--- config.mk ---
export PLATFORM = sky130hd
export DESIGN_NAME = hazard_ctrl
export DESIGN_NICKNAME = d
export VERILOG_FILES = /design/src/rtl/hazard_ctrl.sv
export SDC_FILE = /design/constraint.sdc
export NUM_CORES = 1
export LEC_CHECK = 0
export BUFFER_PORTS_ARGS = -buffer_cell sky130_fd_sc_hd__buf_2
export CAP_MARGIN = 0
export CORE_MARGIN = 8
export CORE_UTILIZATION = 45
export CTS_BUF_LIST = sky130_fd_sc_hd__clkbuf_4
export DETAILED_ROUTE_END_ITERATION = 7
export PLACE_DENSITY = 0.86
export SETUP_SLACK_MARGIN = 0.05
export SYNTH_ARGS = -nofsm -noshare
export SYNTH_HDL_FRONTEND = slang
export SYNTH_SLANG_ARGS = --single-unit
--- constraint.sdc ---
create_clock -name clock -period 2.55 [get_ports clock]
set_input_delay 0.3825 -clock clock [delete_from_list [all_inputs] [get_ports clock]]
set_output_delay 0.3825 -clock clock [all_outputs]
set_load 0.03 [all_outputs]
--- src/rtl/hazard_ctrl.sv ---
// Pipeline interlock and forwarding controller: load-use stalls, redirect flushes,
// registered operand-forward selects and the ECALL drain/halt sequence.
module hazard_ctrl (
    input  logic       clock,
    input  logic       reset,
    input  logic       d_valid,
    input  logic [6:0] d_opcode,
    input  logic [4:0] d_rs1,
    input  logic [4:0] d_rs2,
    input  logic       e_valid,
    input  logic       e_regwrite,
    input  logic       e_memread,
    input  logic [4:0] e_rd,
    input  logic       m_valid,
    input  logic       m_regwrite,
    input  logic [4:0] m_rd,
    input  logic       br_taken,
    output logic       stall_f,
    output logic       stall_d,
    output logic       flush_d,
    output logic       flush_e,
    output logic [1:0] fwd_a,
    output logic [1:0] fwd_b,
    output logic       halted,
    output logic [15:0] stall_count
);

    typedef enum logic [1:0] {RUN, DRAIN, HALT} state_t;

    localparam logic [6:0] OP_R     = 7'b0110011;
    localparam logic [6:0] OP_S     = 7'b0100011;
    localparam logic [6:0] OP_B     = 7'b1100011;
    localparam logic [6:0] OP_IMM   = 7'b0010011;
    localparam logic [6:0] OP_LOAD  = 7'b0000011;
    localparam logic [6:0] OP_JALR  = 7'b1100111;
    localparam logic [6:0] OP_ECALL = 7'b1110011;

    state_t state;
    state_t next_state;
    logic   use_rs1;
    logic   use_rs2;
    logic   lu;
    logic   is_ecall;

    always_comb begin
        use_rs1 = 1'b0;
        use_rs2 = 1'b0;
        case (d_opcode)
            OP_R, OP_S, OP_B: begin
                use_rs1 = 1'b1;
                use_rs2 = 1'b1;
            end
            OP_IMM, OP_LOAD, OP_JALR: use_rs1 = 1'b1;
            default: ;
        endcase
    end

    // e_rd != 0 also rules out x0 sources matching the load destination
    assign lu = d_valid & e_valid & e_memread & e_regwrite & (e_rd != 5'd0)
              & ((use_rs1 & (d_rs1 == e_rd)) | (use_rs2 & (d_rs2 == e_rd)));
    assign is_ecall = d_valid & (d_opcode == OP_ECALL);

    function automatic logic [1:0] fwd_sel(input logic used, input logic [4:0] src);
        logic [1:0] sel;
        sel = 2'b00;
        if (used && src != 5'd0) begin
            if (e_valid && e_regwrite && e_rd == src)
                sel = 2'b01;
            else if (m_valid && m_regwrite && m_rd == src)
                sel = 2'b10;
        end
        return sel;
    endfunction

    always_ff @(posedge clock) begin
        if (reset)
            state <= RUN;
        else
            state <= next_state;
    end

    always_comb begin
        next_state = state;
        case (state)
            RUN:     if (!br_taken && !lu && is_ecall) next_state = DRAIN;
            DRAIN:   if (!e_valid && !m_valid) next_state = HALT;
            HALT:    next_state = HALT;
            default: next_state = RUN;
        endcase
    end

    always_comb begin
        stall_f = 1'b0;
        stall_d = 1'b0;
        flush_d = 1'b0;
        flush_e = 1'b0;
        if (!reset) begin
            case (state)
                RUN: begin
                    if (br_taken) begin
                        flush_d = 1'b1;
                        flush_e = 1'b1;
                    end else if (lu) begin
                        stall_f = 1'b1;
                        stall_d = 1'b1;
                        flush_e = 1'b1;
                    end else if (is_ecall) begin
                        stall_f = 1'b1;
                        flush_d = 1'b1;
                    end
                end
                DRAIN: begin
                    stall_f = 1'b1;
                    flush_d = 1'b1;
                end
                HALT: begin
                    stall_f = 1'b1;
                    stall_d = 1'b1;
                    flush_e = 1'b1;
                end
                default: ;
            endcase
        end
    end

    // Selects describe the instruction entering EX, so a bubble gets 00
    always_ff @(posedge clock) begin
        if (reset) begin
            fwd_a       <= 2'b00;
            fwd_b       <= 2'b00;
            halted      <= 1'b0;
            stall_count <= 16'd0;
        end else begin
            if (flush_e || state != RUN) begin
                fwd_a <= 2'b00;
                fwd_b <= 2'b00;
            end else begin
                fwd_a <= fwd_sel(use_rs1, d_rs1);
                fwd_b <= fwd_sel(use_rs2, d_rs2);
            end
            halted <= (next_state == HALT);
            if (state == RUN && !br_taken && lu && stall_count != 16'hFFFF)
                stall_count <= stall_count + 16'd1;
        end
    end

endmodule
; After elaboration in Yosys (flattened, before gate mapping)
; Cells that the tools add are included.
[totals]
register_bits = 23
inputBits = 36
out_inout_bits = 25
word_cells = 92
[classes]
addsub = 1
n_eq_ne = 17
n_mux = 25
bitwise_logic = 11
n_reduce_logical = 31
[op_table]
columns = cell, n
row1 = 5-bit equality test, 6
row2 = 7-bit equality test (second input constant), 3
row3 = 16-bit by 1-bit adder with 16-bit output (second input constant), 1
row4 = 1-bit two-way mux, 16
row5 = 16-bit != test (second input constant), 1
row6 = 5-bit nonzero test, 3
row7 = 7-bit by 6-bit equality test with 1-bit output (second input constant), 2
row8 = 1-bit logical AND, 14
row9 = 3-bit OR reduction, 3
row10 = 1-bit AND, 8
row11 = 2-bit two-way mux, 4
row12 = 1-bit one-hot mux with 2 select lines, 4
row13 = 4-bit OR reduction, 2
row14 = 7-bit by 2-bit equality test with 1-bit output (second input constant), 1
row15 = 7-bit by 5-bit equality test with 1-bit output (second input constant), 1
row16 = 2-bit one-hot mux with 3 select lines, 1
row17 = 6-bit OR reduction, 1
row18 = 2-bit equality test (second input constant), 2
row19 = 1-bit zero test, 4
row20 = 2-bit by 1-bit equality test with 1-bit output (second input constant), 1
row21 = 2-bit zero test, 1
row22 = 1-bit NOT, 2
row23 = 2-bit nonzero test, 1
row24 = 2-bit OR reduction, 1
row25 = other kinds (2), 2

; Longest topological paths before layout
[logic_depth]
ltp_word = 12
depth_mapped = 9
depth_no_buf = 7

; Worst setup path after synthesis
; No wires, ideal clock.
[synth_path]
kind = input to output
from = input port d_opcode[3]
to = output port flush_e
arrival_ns = 2.006
t_required_ns = 2.168
slack_ns = 0.162
cell_stages = 5
n_path_buf = 0
path_cell_list = nand3b_4 a211o_1 nor3_4 o21bai_1 a211oi_1
[synth_via]
elab_chain_cells = 10
elab_cells_between_ends = 18
cone_classes = 6 x eq/ne / 6 x mux / 4 x bitwise / 2 x reduce/logical
[synth_lines]
columns = element, line_no
row1 = "start, declared", 7  ; input logic [6:0] d_opcode,
row2 = "7-bit by 6-bit equality test with 1-bit output, or another cell as far along", 48  ; case (d_opcode)
row3 = 6-bit OR reduction (no line) / 3-bit OR reduction (equally long branches), --
row4 = 1-bit two-way mux, 48
row5 = 1-bit AND, 60  ; & ((use_rs1 & (d_rs1 == e_rd)) | (use_rs2 & (d_rs2 == e_rd)));
row6 = 1-bit OR *, 60
row7 = 1-bit AND *, 60
row8 = 1-bit two-way mux *, 103  ; end else if (lu) begin
row9 = 1-bit two-way mux *, 100  ; if (br_taken) begin
row10 = 1-bit one-hot mux with 2 select lines *, 98  ; case (state)
row11 = 1-bit two-way mux *, 97  ; if (!reset) begin
row12 = "end, declared", 21  ; output logic flush_e,
; Mark *: on every way between the ends. The rest lies on a longest branch, timed or not.

; Worst setup path after layout
[layout_path]
from = input port e_rd[1]
to = output port stall_d
[layout_via]
elab_chain_cells = 8
elab_cells_between_ends = 12
cone_classes = 2 x eq/ne / 4 x mux / 5 x bitwise / 1 x reduce/logical
[layout_lines]
columns = element, line_no
row1 = "start, declared", 13  ; input logic [4:0] e_rd,
row2 = 5-bit equality test, 60
row3 = 1-bit AND, 60
row4 = 1-bit OR, 60
row5 = 1-bit AND *, 60
row6 = 1-bit two-way mux *, 103
row7 = 1-bit two-way mux *, 100
row8 = 1-bit one-hot mux with 2 select lines *, 98
row9 = 1-bit two-way mux *, 97
row10 = "end, declared", 19  ; output logic stall_d,
; Marked as above.

==> flow_summary.toml <==
[place]
placed_cell_area_um2 = 1860
dp_hpwl_um = 3200
gp_congestion = 0.930
portBuffers = 60
placedCellCount = 288

[critical_path]
worst_setup_path_start_kind = "input pin"
slowest_stage = "or4_1"
cp.arrival_ns = 1.93
cp-end-kind = "output port"
worstPathRequired_ns = 2.17
slowest_delay_ns = 0.51
worstPathMaxFanout = 5
path_buf_inv = 2
crit_family = "compound AO/OA/AOI/OAI gates"
cpMostUsedCell = "buf_2"
cp_cell_sequence = "buf_2, or4_1, o21ai_1, o21bai_1, nor2_1, o21ba_2, buf_2"
crit_type = "in2out"

[final_layout]
final_common_cell = "buf_2"
diodes = 0
final_cells = 292
final_nets = 288
final_cell_mix = "60 x buf_2, 23 x dfxtp_1, 16 x nor2_1"
fin_area_um2 = 1890
drive_gt1_frac = 0.293
syn_to_final_growth_pct = 23.5

[run]
drv_cap = 0

[die]
start_util = 0.461
dieArea_um2 = 5510
ios = 61
die_w_um = 74.2
dieHeight_um = 74.2
core_um2 = 3310
rows = 21

[routing]
firstDrtPassIters = 4
wl_per_cell_um = 13.2
vias = 1569
drt-initial-drc-count = 58
post_drt_via_cell_ratio = 5.37
drcViolationCount = 0
wl_um = 3840
ant_nets = 0

[power]
leakagePower_nw = 0.795
power.total_w = 0.000626
power_density_nw_per_um2 = 332
irDropWorstVdd_v = 0.000183

[clock_tree]
clock-sinks = 23
post_cts_buffers = 0
clkSlewWorstSetupHoldPaths_ns = 0.12
htree_levels = 1
cts_tree = "built"
clk_path_buf_depth = 2
numCtsBuffers = 3
cts.repair.resized = 0
cts_root_buf = "clkbuf_4"
hold_buffers = 0
clock_latency_ns = 0.31

[timing]
tns_ns = 0
grt_setup_unrepaired = "no"
hold_viol = 0
fin_crit_sh = 0.907
fmax_mhz = 432
fin_skew_ns = 0.00386
maxSlewViolCount = 0
min_period_ns = 2.31
tightest_slew_ns = 0.744
max-slew-margin-rel = 0.504
setup_viol = 0

[synthesis]
ys_ff_latch = 23
syn_area_per_cell_um2 = 8.16
synth_top_area_frac = 0.302
synth_top_area_cell = "dfxtp_1"
synth_cells = 187
synthFlopType = "dfxtp_1"
synth.distinct_cells = 44
netlist_area_um2 = 1530
syn-num-nets = 228
synth_top_cells_by_area = "dfxtp_1 30%, xor2_1 7.5%, xnor2_1 5.2%, a21oi_1 4.9%, ha_1 4.1%"
yosys_warnings = 0
synth_seq_area_share = 0.302
async_flop_share = 0
synth_edf_count = 0

[grt]
grt.total_usage = 0.130
grt_pass1_wl_um = 5780
antenna_found_initial = 0
grt-ovfl-total = 0
grt_max_degree = 24
grt_pass1_vias = 1388

[min_path]
worst_hold_path_type = "in2reg"

[run_status]
status = "complete, no violations"
layout make-up:
cell class	count	area (µm²)
well taps	46	57.6
repair buffers	61	308
multi-input cells	152	1010
clock buffers	3	22.5
flip-flops and latches	23	460
fillers	329	1430
clock inverters	1	5.00
inverters	6	22.5
cells by family (layout without fill, tap and decap cells):
group,count (synthesis),in the layout,synth area share
muxes,1,1,0.00656
and+or+nand+nor,81,81,0.315
DFF,23,23,0.302
AOI/OAI and AO/OA,43,43,0.173
buffers and inverters,12,71,0.0369
adders and majority gates,5,5,0.0410
xor gates and xnor gates,22,22,0.126
synth_stat cells (6+ instances only):
cell type  count
dfxtp_1       23
nor2_1        16
a21oi_1       15
xor2_1        13
nand2_1       11
nor3_1         9
xnor2_1        9
or3_1          8
o21ai_0        7
inv_1          6
nand3_1        6
worst register-to-register path, cell delays in order, from the launching register on:
cell and delay, ns:
dfxtp_1 0.35, inv_1 0.11, ha_1 0.22, nand2b_1 0.16, nor3_2 0.29, o21ai_2 0.28
or4_1 0.53, a21oi_1 0.15
power breakdown:
| part | leakage [nW] | switching [W] | internal, W |
|---|---|---|---|
| combinational | 0.592 | 0.0000567 | 0.0000468 |
| clock | 0.0177 | 0.000105 | 0.0000586 |
| sequential | 0.185 | 0.0000000606 | 0.000359 |
layer usage:
layer	track usage	wire [µm]	share of wire	vias to the layer above
li1	-	-	-	802
met1	0.157	1700	0.44	715
met2	0.219	1850	0.48	48
met3	0.0310	251	0.065	4
met4	0.0457	46	0.012	0
met5	0	0	0	-
metrics by stage:
stage	worst slack [ns]	util	hold WS (ns)
detailed placement	0.232	0.561	0.494
global route	0.118	0.570	0.306
floorplan	0.162	-	0.454
CTS	0.233	0.570	0.320
finish	0.237	0.570	0.328
global placement	0.282	0.561	0.482
state kept, by name, indices dropped and copies added, names as in the netlist:
| name | count |
|---|---|
| fwd_b | 2 |
| halted | 1 |
| state | 2 |
| fwd_a | 2 |
| stall_count | 16 |
path summary, 6_finish.rpt:
path	from	end	slack (ns)	depth (start not counted)
worst max-delay path	e_rd[1]	stall_d	0.24	7
worst min-delay path	m_regwrite	fwd_a[1]$_SDFF_PP0_	0.33	3
worst max register to register	state[1]$_SDFF_PP0_	stall_count[13]$_SDFFE_PP0P_	0.42	7
worst min register to register	stall_count[14]$_SDFFE_PP0P_	stall_count[14]$_SDFFE_PP0P_	0.51	2
Note: power is estimated with default switching activity, not from simulation.
